--- src/rtl/fifo_rd_if.sv ---
// Read-side bus of the async FIFO: memory read port, pointer exchange and valid/ready output.
// ralmost_empty exists only when FIFO_RD_AEMPTY_EN is defined.
interface fifo_rd_if #(
    parameter int unsigned DATA_WIDTH = 32,
    parameter int unsigned ADDR_WIDTH = 8
);
    logic [ADDR_WIDTH:0]   rq2_wptr;
    logic [DATA_WIDTH-1:0] rdata;
    logic [ADDR_WIDTH-1:0] raddr;
    logic [ADDR_WIDTH:0]   rptr;
    logic                  rempty;
    logic [DATA_WIDTH-1:0] dout;
    logic                  dout_valid;
    logic                  dout_ready;
`ifdef FIFO_RD_AEMPTY_EN
    logic                  ralmost_empty;

    modport master (
        input  rq2_wptr, rdata, dout_ready,
        output raddr, rptr, rempty, dout, dout_valid, ralmost_empty
    );
    modport slave (
        output rq2_wptr, rdata, dout_ready,
        input  raddr, rptr, rempty, dout, dout_valid, ralmost_empty
    );
`else
    modport master (
        input  rq2_wptr, rdata, dout_ready,
        output raddr, rptr, rempty, dout, dout_valid
    );
    modport slave (
        output rq2_wptr, rdata, dout_ready,
        input  raddr, rptr, rempty, dout, dout_valid
    );
`endif
endinterface

--- src/rtl/fifo_rd_ctrl.sv ---
// Async FIFO read-side controller: binary/Gray read pointer, rempty, registered valid/ready output.
// Define FIFO_RD_AEMPTY_EN to add the ralmost_empty flag (threshold AEMPTY_THRESH words).
module fifo_rd_ctrl #(
    parameter int unsigned DATA_WIDTH    = 32,
    parameter int unsigned ADDR_WIDTH    = 8,
    parameter int unsigned AEMPTY_THRESH = 4
) (
    input logic       rclk,
    input logic       rrst,
    fifo_rd_if.master bus
);
    localparam int unsigned PW = ADDR_WIDTH + 1;

    logic [PW-1:0]         rbin_q;
    logic [PW-1:0]         rptr_q;
    logic [PW-1:0]         rbinnext;
    logic [PW-1:0]         rgraynext;
    logic                  rempty_q;
    logic                  dout_valid_q;
    logic [DATA_WIDTH-1:0] dout_q;
    logic                  pop;

    // Pop only when a word is stored and the output stage is free or being drained.
    always_comb begin
        pop       = !rempty_q && (!dout_valid_q || bus.dout_ready);
        rbinnext  = rbin_q + {{ADDR_WIDTH{1'b0}}, pop};
        rgraynext = (rbinnext >> 1) ^ rbinnext;
    end

    always_ff @(posedge rclk) begin
        if (rrst) begin
            rbin_q       <= '0;
            rptr_q       <= '0;
            rempty_q     <= 1'b1;
            dout_valid_q <= 1'b0;
            dout_q       <= '0;
        end else begin
            rbin_q   <= rbinnext;
            rptr_q   <= rgraynext;
            // Full-width compare: pointers with differing MSBs mean full, never empty.
            rempty_q <= (rgraynext == bus.rq2_wptr);
            if (pop) begin
                dout_q       <= bus.rdata;
                dout_valid_q <= 1'b1;
            end else if (bus.dout_ready) begin
                dout_valid_q <= 1'b0;
            end
        end
    end

    assign bus.raddr      = rbin_q[ADDR_WIDTH-1:0];
    assign bus.rptr       = rptr_q;
    assign bus.rempty     = rempty_q;
    assign bus.dout       = dout_q;
    assign bus.dout_valid = dout_valid_q;

`ifdef FIFO_RD_AEMPTY_EN
    localparam logic [PW-1:0] AeThresh = PW'(AEMPTY_THRESH);

    logic [PW-1:0] wbin;
    logic [PW-1:0] rfill;
    logic          ralmost_empty_q;

    // Gray to binary: each binary bit is the XOR of all Gray bits at or above it.
    always_comb begin
        wbin = '0;
        for (int i = 0; i < int'(PW); i++) begin
            wbin[i] = ^(bus.rq2_wptr >> i);
        end
        rfill = wbin - rbinnext;
    end

    always_ff @(posedge rclk) begin
        if (rrst) begin
            ralmost_empty_q <= 1'b1;
        end else begin
            ralmost_empty_q <= (rfill <= AeThresh);
        end
    end

    assign bus.ralmost_empty = ralmost_empty_q;
`endif
endmodule
--- src/flat_wrapper.sv ---
// flat-port wrapper written by rule: the top's interface ports become plain ports
module fifo_rd_ctrl_flat 
#(
    parameter int unsigned DATA_WIDTH    = 32,
    parameter int unsigned ADDR_WIDTH    = 8,
    parameter int unsigned AEMPTY_THRESH = 4
)
  (rclk, rrst, bus_rq2_wptr, bus_rdata, bus_dout_ready, bus_raddr, bus_rptr, bus_rempty, bus_dout, bus_dout_valid);
  fifo_rd_if #(.DATA_WIDTH(DATA_WIDTH), .ADDR_WIDTH(ADDR_WIDTH)) bus_i ();
  input logic rclk;
  input logic rrst;
  input wire logic [$bits(bus_i.rq2_wptr)-1:0] bus_rq2_wptr;
  input wire logic [$bits(bus_i.rdata)-1:0] bus_rdata;
  input wire logic [$bits(bus_i.dout_ready)-1:0] bus_dout_ready;
  output wire logic [$bits(bus_i.raddr)-1:0] bus_raddr;
  output wire logic [$bits(bus_i.rptr)-1:0] bus_rptr;
  output wire logic [$bits(bus_i.rempty)-1:0] bus_rempty;
  output wire logic [$bits(bus_i.dout)-1:0] bus_dout;
  output wire logic [$bits(bus_i.dout_valid)-1:0] bus_dout_valid;
  assign bus_i.rq2_wptr = bus_rq2_wptr;
  assign bus_i.rdata = bus_rdata;
  assign bus_i.dout_ready = bus_dout_ready;
  assign bus_raddr = bus_i.raddr;
  assign bus_rptr = bus_i.rptr;
  assign bus_rempty = bus_i.rempty;
  assign bus_dout = bus_i.dout;
  assign bus_dout_valid = bus_i.dout_valid;
  fifo_rd_ctrl #(.DATA_WIDTH(DATA_WIDTH), .ADDR_WIDTH(ADDR_WIDTH), .AEMPTY_THRESH(AEMPTY_THRESH)) u_core (.rclk(rclk), .rrst(rrst), .bus(bus_i));
endmodule
--- config.mk ---
export PLATFORM = sky130hd
export DESIGN_NAME = fifo_rd_ctrl_flat
export DESIGN_NICKNAME = d
export VERILOG_FILES = /design/src/rtl/fifo_rd_if.sv /design/src/rtl/fifo_rd_ctrl.sv /design/src/flat_wrapper.sv
export SDC_FILE = /design/constraint.sdc
export NUM_CORES = 1
export LEC_CHECK = 0
export CORE_UTILIZATION = 56
export DETAILED_ROUTE_END_ITERATION = 8
export DONT_BUFFER_PORTS = 1
export HOLD_SLACK_MARGIN = 0.1
export PLACE_DENSITY = 0.74
export SLEW_MARGIN = 40
export SYNTH_ARGS = -nofsm -noshare
export SYNTH_HDL_FRONTEND = slang
export SYNTH_SLANG_ARGS = --single-unit
--- constraint.sdc ---
create_clock -name rclk -period 3 [get_ports rclk]
set_clock_uncertainty 0.15 [all_clocks]
set_input_delay 0.6 -clock rclk [delete_from_list [all_inputs] [get_ports rclk]]
set_output_delay 0.6 -clock rclk [all_outputs]
set_load 0.05 [all_outputs]
==> results of run 1 <==
==> cell type report <==
type	count	area (µm²)
clock inverters	2	37.5
flip-flops and latches	51	1020
multi-input cells	211	1180
inverters	1	3.75
clock buffers	5	68.8
well taps	48	60.1
fillers	345	1300
repair buffers	17	128
==> per-stage QoR <==
step                      setup slack (ps)  std cells  util (%)  total power, mW
final                                  468        335      65.8             1.42
after global routing                   296        335      65.8             1.48
after CTS                              471        335      65.8             1.43
after detailed placement               225        328      63.0            0.976
after global placement                 289        328      63.0            0.972
after floorplan                       15.3        288         -            0.956
==> worst max-delay path, stage by stage <==
cell      delay, ps
nand2b_1        140
nand2b_1         90
inv_1            70
ha_1            190
ha_1            240
buf_4           210
mux2i_1         220
o21ai_0         180
xnor2_1         330
xor2_1          110
a41o_1          220
==> synth_stat cells (all sizes together) (2+ instances only) <==
cell type,number
o21a,2
xnor2,10
and3,2
nand2,72
nand4,3
nand3,5
nor2,16
xor2,12
a21oi,45
buf,13
o211ai,2
and2,2
or3,2
o21ai,7
mux2i,4
nor2b,4
nor3,2
ha,3
nand2b,4
dfxtp,51
clkbuf,12
==> power groups by stage <==
stage | Sequential, mW | Combinational, mW | Clock [mW]
after floorplan | 0.860 | 0.0959 | 0
after global routing | 0.839 | 0.140 | 0.497
after CTS | 0.835 | 0.126 | 0.470
after global placement | 0.850 | 0.122 | 0
after detailed placement | 0.850 | 0.125 | 0
final | 0.834 | 0.124 | 0.465
==> sequential cells by signal, summed over array words and instances, names as in the netlist <==
register,flops
u_core.bus.dout,32
u_core.bus.dout_valid,1
u_core.bus.rempty,1
u_core.bus.rptr,9
u_core.rbin_q,8
==> metal layers <==
layer	share of wire (%)	GRT usage, %	vias up	routed length, µm
li1	-	-	951	-
met1	42	28.5	844	1990
met2	47	34.4	85	2220
met3	9.5	6.03	8	448
met4	1.5	10.1	0	72
met5	0	0	-	0
==> cell usage in the layout, fill, tap and decap left out, types with 3 or more instances in the layout <==
cell type / synthesis / layout
buf_4: 2 / 17
o21ai_0: 7 / 7
nand2b_1: 4 / 4
clkbuf_8: 0 / 5
ha_1: 3 / 3
dfxtp_1: 51 / 51
xor2_1: 12 / 11
mux2i_1: 4 / 4
nor2_1: 16 / 16
nand2_1: 72 / 72
a21oi_1: 44 / 44
nand3_1: 5 / 5
xnor2_1: 10 / 9
nor2b_1: 4 / 4
==> worst paths after layout <==
kind / startpoint / to / slack (ps) / cells after the start
min: rrst / u_core.bus.dout[30]$_SDFFE_PP0P_ / 200 / 1
min reg2reg: u_core.bus.dout_valid$_SDFFE_PP0P_ / u_core.bus.dout_valid$_SDFFE_PP0P_ / 360 / 2
max: bus_dout_ready / u_core.bus.rempty$_SDFF_PP1_ / 470 / 11
max reg2reg: u_core.bus.dout_valid$_SDFFE_PP0P_ / u_core.bus.rempty$_SDFF_PP1_ / 480 / 11
==> cell families after synthesis <==
kind of cell | Yosys count | share of synthesized area (%)
buffers and inverters | 26 | 5.00
AND/OR/NAND/NOR | 116 | 22.0
adder cells (fa/ha/maj) | 3 | 1.63
AO/OA/AOI/OAI | 65 | 16.0
XOR/XNOR | 23 | 9.34
multiplexers | 4 | 1.74
flip-flops | 51 | 44.3
==> key figures, run 1 <==
Outcome
  • Outcome: finished clean

Clock tree
  • Clock Sinks: 51
  • Root Driver: clkbuf_8
  • Max Buffers Root-to-Sink: 2
  • Post-CTS setup buffers: 0
  • Hold-fix buffer count after cts: 0
  • Worst-path clk slew: approximately 90 ps
  • Worst skew pair latency: slightly above 300 ps
  • Post-CTS Resized: 0
  • CTS buffer count: 5
  • Clock H-tree levels: 2
  • CTS tree: yes

Cells and area
  • Fin nets: ~330
  • Layout cells sized above 1: between 10% and 20%
  • Area grow syn2layout: 8.58%
  • Fin area: ~2500 µm²
  • N_diodes: 0

Pwr
  • Clk network pwr share: 32.7%
  • Combinational share of power: slightly below 9%
  • Sw frac: 29.3%
  • Pwr dens: around 570 nW/µm²
  • P_sw: between 400 and 500 µW
  • Sequential Power Share: 58.6%
  • Leakage: between 0.9 and 1 nW
  • Peak supply drop: roughly 0.3 mV
  • Cell internal pwr: 1.01 mW

Synth
  • Yosys reg bits: 51
  • Synthesis Warnings: 0
  • Mapped Cells: between 200 and 300
  • Largest cells by area after synthesis: dfxtp_1, nand2_1, a21oi_1
  • Sequential-to-total area share from yosys stat: between 40 and 50%
  • Post-synth top flop: dfxtp_1
  • Syn_nets: ~340
  • EDFF count, synth: 0
  • Area leader, netlist: dfxtp_1
  • Mapped cell area: ~2300 µm²
  • Top-area cell type share of the netlist area: 44.3%
  • Yosys cell types: 40
  • Fraction of registers with async set/reset: 0%
  • Avg Cell Area, Syn: 8.00 µm²

Setup path
  • Crit. End Element: flop
  • WP data arrival: ~2600 ps
  • Critical Path RT: between 3000 and 4000 ps
  • Worst-path fanout max: 13
  • WS Path Type: in2reg
  • Critical Path Source Type: primary input

Route
  • Residual DRC: 0
  • WL/cell: roughly 14 µm
  • Vias/cell: around 5.6
  • DRT Pass-1 Iters: 4
  • Routed Antenna Nets: 0
  • Initial DRC count: between 150 and 200
  • Routed wire length: 4730 µm
  • Vias: around 1,900

Placed design
  • Placed cell areas: around 2400 µm²
  • Placer Congestion: ~0.9
  • Port bufs: 0
  • Detail Placement HPWL: around 3200 µm

GRT
  • Gr ovfl total: 0
  • Initial antenna violation count: 0
  • First-pass GRT wire length: 7330 µm
  • Vias in the first global route: about 1,600
  • GRT Overall Usage: about 22%
  • Pin count of the biggest net entering global routing: 52

STA
  • Setup TNS Final: 0 ps
  • RSZ-0062 raised after global routing: no
  • Final period util: 84.4%
  • Final hold violations: 0
  • Fmax: between 0.3 and 0.4 GHz
  • Fin crit period: about 2500 ps
  • Final setup viols: 0
  • Worst Hold Slack: between 200 and 250 ps
  • Fin. max-slew vios: 0
  • Worst-margin pin slew: around 520 ps
  • Worst slew margin: between 60% and 70%

Flow run
  • Max-Cap Viols: 0

Floorplan
  • Io pins: 95
  • Die area: between 4000 and 5000 µm²
  • Die Y: 66.1 µm
  • DIE WIDTH: 66.1 µm
  • Effective utilization at floorplan: 60.6%
  • Core ar.: approximately 3800 µm²
  • FP Rows: 22

Min path
  • Hold WC Path Type: in2reg
(Power assumes the default switching activity.)
==> inputs of run 2 (changes only) <==
--- a/config.mk
+++ b/config.mk
@@ -5,11 +5,11 @@
 export SDC_FILE = /design/constraint.sdc
 export NUM_CORES = 1
 export LEC_CHECK = 0
-export CORE_UTILIZATION = 56
+export CORE_UTILIZATION = 62
 export DETAILED_ROUTE_END_ITERATION = 8
 export DONT_BUFFER_PORTS = 1
 export HOLD_SLACK_MARGIN = 0.1
-export PLACE_DENSITY = 0.74
+export PLACE_DENSITY = 0.78
 export SLEW_MARGIN = 40
 export SYNTH_ARGS = -nofsm -noshare
 export SYNTH_HDL_FRONTEND = slang
==> constraint.sdc (replaced) <==
create_clock -name rclk -period 2.53 [get_ports rclk]
set_clock_uncertainty 0.15 [all_clocks]
set_input_delay 0.506 -clock rclk [delete_from_list [all_inputs] [get_ports rclk]]
set_output_delay 0.506 -clock rclk [all_outputs]
set_load 0.05 [all_outputs]
==> key figures, run 2 (synthesized netlist as in run 1, its figures left out) <==
Outcome
  • Outcome: finished clean

Pwr
  • Cell internal pwr: around 1.2 mW
  • Peak supply drop: between 0.4 and 0.5 mV
  • Leakage: a little over 1 nW
  • P_sw: about 530 µW
  • Combinational share of power: 10.1%
  • Sequential Power Share: between 50% and 60%
  • Clk network pwr share: between 30% and 40%
  • Pwr dens: 667 nW/µm²
  • Final Power: approximately 1.7 mW
  • Sw frac: 30.3%

Route
  • Initial DRC count: approximately 150
  • Vias: 1,966
  • Vias/cell: 5.77
  • DRT Pass-1 Iters: 5
  • Residual DRC: 0
  • WL/cell: ~15 µm
  • Routed Antenna Nets: 0
  • Routed wire length: between 5000 and 6000 µm

GRT
  • Gr ovfl total: 0
  • Initial antenna violation count: 0
  • Pin count of the biggest net entering global routing: 52
  • First-pass GRT wire length: about 8500 µm
  • GRT Overall Usage: a little over a quarter
  • Vias in the first global route: between 1,500 and 2,000

Setup path
  • CP max stage delay: between 300 and 400 ps
  • FF-to-FF Start: u_core.bus.dout_valid$_SDFFE_PP0P_
  • CP dominant cell by count: ha_4
  • R2r setup slk: ~130 ps
  • Crit path max-delay family: XOR/XNOR gates
  • Critical Path RT: 2620 ps
  • Worst-path cell chain: nand2b_4 > nand2b_1 > inv_2 > ha_4 > ha_4 > xor2_4 > xnor2_1 > mux2i_1 > o311ai_1 > nor4_1 > a41o_1
  • Worst-path fanout max: 4
  • R2R cell count: 11
  • CP endpoint: u_core.bus.rempty$_SDFF_PP1_
  • Critical Path Source Type: flop
  • WP data arrival: 2490 ps
  • Crit path launch: u_core.bus.dout_valid$_SDFFE_PP0P_
  • Cell count along the critical path: 11
  • WS Path Type: reg2reg
  • RR Endpoint: u_core.bus.rempty$_SDFF_PP1_
  • CP max-delay cell: dfxtp_2
  • Crit. End Element: flop
  • CP bufs+invs: 1

STA
  • Fmax: 0.417 GHz
  • Final period util: a little over nine tenths
  • Setup TNS Final: 0 ps
  • Worst slew margin: 64.8%
  • Final setup viols: 0
  • Final hold violations: 0
  • RSZ-0062 raised after global routing: no
  • Fin crit period: around 2400 ps
  • Fin. max-slew vios: 0
  • Worst-margin pin slew: approximately 530 ps

Floorplan
  • Io pins: 95
  • Die Y: between 60 and 70 µm
  • Core ar.: between 3000 and 4000 µm²
  • Die area: 3960 µm²
  • DIE WIDTH: 63.0 µm
  • Effective utilization at floorplan: 66.9%
  • FP Rows: 21

Clock tree
  • Post-CTS setup buffers: 0
  • Clock H-tree levels: 2
  • Worst-path clk slew: approximately 100 ps
  • Max Buffers Root-to-Sink: 2
  • Root Driver: clkbuf_8
  • Clock Sinks: 51
  • CTS tree: yes
  • Worst skew pair latency: roughly 300 ps
  • CTS buffer count: 5

Cells and area
  • Leading cell type in the layout, fill and taps excluded: nand2_1
  • Fin nets: between 300 and 400
  • Commonest cells after routing, fill and taps aside: nand2_1, dfxtp_1, a21oi_1
  • Layout cells sized above 1: a little over an eighth
  • N_diodes: 0
  • Area grow syn2layout: 13.8%
  • Post-Route Utilization: between 70% and 80%
  • Largest register FFs: 32

Placed design
  • Port bufs: 0
  • Detail Placement HPWL: approximately 3400 µm
  • Placer Congestion: between 0.9 and 1

Min path
  • Hold WC Path Type: in2reg
  • Hold wc startpoint: rrst

Flow run
  • Max-Cap Viols: 0
## run 2: final cells by class
cell class / instances / area, µm²
Fill cell: 265 / 821
Inverter: 1 / 3.75
Timing Repair Buffer: 24 / 200
Tap cell: 46 / 57.6
Clock buffer: 5 / 68.8
Sequential cell: 51 / 1020
Clock inverter: 3 / 47.5
Multi-Input combinational cell: 211 / 1220
## run 2: power by group through the flow
stage / Sequential, mW / Combinational, mW / Clock (mW)
final: 0.992 / 0.177 / 0.579
after global routing: 0.996 / 0.198 / 0.620
after CTS: 0.993 / 0.161 / 0.587
after detailed placement: 1.01 / 0.159 / 0
after global placement: 1.01 / 0.155 / 0
after floorplan: 1.02 / 0.123 / 0
## run 2: worst reg2reg max path: stages, from the launching register on
cell      delay, ps
dfxtp_2         360
nand2b_4         50
nand2b_1        100
inv_2            70
ha_4            160
ha_4            180
xor2_4          200
xnor2_1         260
mux2i_1         210
o311ai_1        100
nor4_1          300
a41o_1          200
## run 2: repair_timing
item / 4_1_cts / 5_1_grt
endpoints found under the setup margin: 0 / 1
hold buffers: 1 / 3
resized for setup: 0 / 1
endpoints found under the hold margin: 1 / 32
## run 2: layer usage
layer / share of wire (%) / wire, µm / vias up / GRT usage (%)
met5: 0 / 0 / - / 0
met1: 42 / 2160 / 904 / 33.1
met3: 9.0 / 469 / 8 / 8.76
met2: 48 / 2490 / 89 / 44.5
met4: 1.3 / 68 / 0 / 11.0
li1: - / - / 965 / -
## run 2: worst min-delay path by stage
stage | cells past startpoint | slack (ps) | endpoint
CTS | 1 | 100 | u_core.rbin_q[5]$_SDFF_PP0_
finish | 1 | 110 | u_core.rbin_q[5]$_SDFF_PP0_
detailed placement | 2 | 330 | u_core.bus.dout_valid$_SDFFE_PP0P_
global route | 1 | 100 | u_core.rbin_q[0]$_SDFF_PP0_
global placement | 2 | 320 | u_core.bus.dout_valid$_SDFFE_PP0P_
floorplan | 1 | 410 | u_core.bus.dout_valid$_SDFFE_PP0P_
## run 2: metrics by stage
stage / hold slack (ps) / area, µm² / instances / worst slack [ps]
floorplan: 413 / 2370 / 288 / -203
global placement: 318 / 2450 / 329 / 8.38
detailed placement: 325 / 2450 / 329 / -51.9
CTS: 104 / 2580 / 338 / 137
global route: 99.1 / 2620 / 341 / 19.9
finish: 109 / 2620 / 341 / 133
==> inputs of run 3 (changes only) <==
--- a/config.mk
+++ b/config.mk
@@ -5,11 +5,12 @@
 export SDC_FILE = /design/constraint.sdc
 export NUM_CORES = 1
 export LEC_CHECK = 0
-export CORE_UTILIZATION = 62
+export CORE_UTILIZATION = 65
+export CTS_CLUSTER_DIAMETER = 60
 export DETAILED_ROUTE_END_ITERATION = 8
 export DONT_BUFFER_PORTS = 1
 export HOLD_SLACK_MARGIN = 0.1
-export PLACE_DENSITY = 0.78
+export PLACE_DENSITY = 0.81
 export SLEW_MARGIN = 40
 export SYNTH_ARGS = -nofsm -noshare
 export SYNTH_HDL_FRONTEND = slang
==> constraint.sdc (replaced) <==
create_clock -name rclk -period 2.9 [get_ports rclk]
set_clock_uncertainty 0.15 [all_clocks]
set_input_delay 0.58 -clock rclk [delete_from_list [all_inputs] [get_ports rclk]]
set_output_delay 0.58 -clock rclk [all_outputs]
set_load 0.05 [all_outputs]
==> key figures, run 3 (synthesized netlist as in run 1, its figures left out) <==
Outcome
  • Outcome: finished clean

Clock tree
  • Worst-path clk slew: between 100 and 150 ps
  • Root Driver: clkbuf_4
  • Clock H-tree levels: 2
  • Max Buffers Root-to-Sink: 2
  • Clock Sinks: 51
  • CTS buffer count: 5
  • Worst skew pair latency: about 370 ps
  • CTS tree: yes

Placed design
  • Port bufs: 0
  • Detail Placement HPWL: ~3500 µm
  • Placed Cells incl. Taps: approximately 330
  • Placer Congestion: ~0.84

Cells and area
  • Commonest cells after routing, fill and taps aside: nand2_1, dfxtp_1, a21oi_1
  • Area grow syn2layout: 8.47%
  • Multi-input gate area: 1180 µm²
  • N_diodes: 0
  • Leading cell type in the layout, fill and taps excluded: nand2_1
  • Layout cells sized above 1: a little over a tenth
  • Fin nets: 337
  • Post-Route Utilization: between 70 and 80%
  • Largest register FFs: 32
  • Area occupied by registers: a little over 1000 µm²
  • Fillers: between 200 and 300
  • Final Instance Count excl. Fillers: 336

STA
  • Final hold violations: 0
  • Setup TNS Final: 0 ps
  • Fin crit period: ~2600 ps
  • RSZ-0062 raised after global routing: no
  • Final setup viols: 0
  • Worst slew margin: ~56%
  • Worst-margin pin slew: ~660 ps
  • Fmax: between 0.3 and 0.4 GHz
  • Final period util: about nine tenths
  • Fin. max-slew vios: 0

Setup path
  • Crit path launch: u_core.bus.dout_valid$_SDFFE_PP0P_
  • Worst-path fanout max: 10
  • WP data arrival: roughly 2700 ps
  • Crit. End Element: flop
  • FF-to-FF Start: u_core.bus.dout_valid$_SDFFE_PP0P_
  • Critical Path RT: around 3100 ps
  • WS Path Type: reg2reg
  • Critical Path Source Type: flop

GRT
  • GRT Overall Usage: between 20% and 30%
  • Met3 GRT Util: around 8%
  • Gr ovfl total: 0
  • GRT busiest layer: met2
  • Initial antenna violation count: 0
  • Grt met1 use: between 30% and 40%
  • Pin count of the biggest net entering global routing: 36
  • Vias in the first global route: between 1,500 and 2,000
  • First-pass GRT wire length: approximately 7400 µm
  • Met2 Use GR: between 40% and 50%

Floorplan
  • Die Y: between 60 and 70 µm
  • Die area: approximately 3800 µm²
  • Effective utilization at floorplan: between 60% and 70%
  • DIE WIDTH: between 60 and 70 µm
  • Core ar.: ~3400 µm²
  • Io pins: 95
  • FP Rows: 21

Flow run
  • Max-Cap Viols: 0

Pwr
  • Peak supply drop: between 0.3 and 0.4 mV
  • Pwr dens: approximately 560 nW/µm²
  • Leakage: between 0.9 and 1 nW

Route
  • Vias: about 2,000
  • Vias/cell: between 5 and 6
  • DRT Pass-1 Iters: 5
  • Routed wire length: a little over 5000 µm
  • Routed Antenna Nets: 0
  • WL/cell: ~15 µm
  • Initial DRC count: 87
  • Residual DRC: 0

Min path
  • Hold WC Path Type: in2reg
  • Hold wc startpoint: rrst
==> run 3: where the power goes <==
group | switching (mW) | leakage [nW] | internal, mW
clock | 0.212 | 0.0373 | 0.177
sequential | 0.129 | 0.418 | 0.736
combinational | 0.0855 | 0.530 | 0.0585
==> run 3: worst max-delay path, cell delays in order, from the launching register on <==
cell	delay, ps
dfxtp_2	350
nand2b_1	90
nand2b_1	100
inv_2	70
buf_4	160
ha_1	180
and2_1	280
nand4_2	220
a211oi_1	270
a311oi_1	90
nor4_1	350
a41o_1	200
==> run 3: metrics by stage <==
stage          hold WS, ps  setup WS [ps]  total power [mW]  cell area (µm²)
2_1_floorplan          459           8.72             0.992             2330
3_3_place_gp           331            206              1.01             2390
3_5_place_dp           348            101              1.01             2390
4_1_cts                101            348              1.40             2490
5_1_grt                101            134              1.45             2500
6_report               115            331              1.40             2500
==> run 3: timing repair <==
action,CTS,global route
resized for setup,0,0
setup buffers,0,0
endpoints found under the hold margin,17,13
hold buffers,2,1
==> run 3: layer usage <==
layer / part of all wire (%) / vias to the layer above
li1: - / 961
met1: 43 / 898
met2: 47 / 99
met3: 8.9 / 11
met4: 1.7 / 0
met5: 0 / -
==> run 3: final cells by class <==
type,instances,share of cell area (%)
Clock buffer,5,1.50
Clock inverter,2,1.50
Inverter,1,0.150
Multi-Input combinational cell,211,47.3
Sequential cell,51,40.9
Tap cell,46,2.30
Timing Repair Buffer,20,6.31
==> run 3: worst paths after layout <==
check	cells past startpoint	slack (ps)	end
worst min-delay path	1	120	u_core.bus.dout[31]$_SDFFE_PP0P_
worst max-delay path	11	330	u_core.bus.rempty$_SDFF_PP1_
worst max register to register	11	330	u_core.bus.rempty$_SDFF_PP1_
worst min register to register	2	380	u_core.bus.dout_valid$_SDFFE_PP0P_
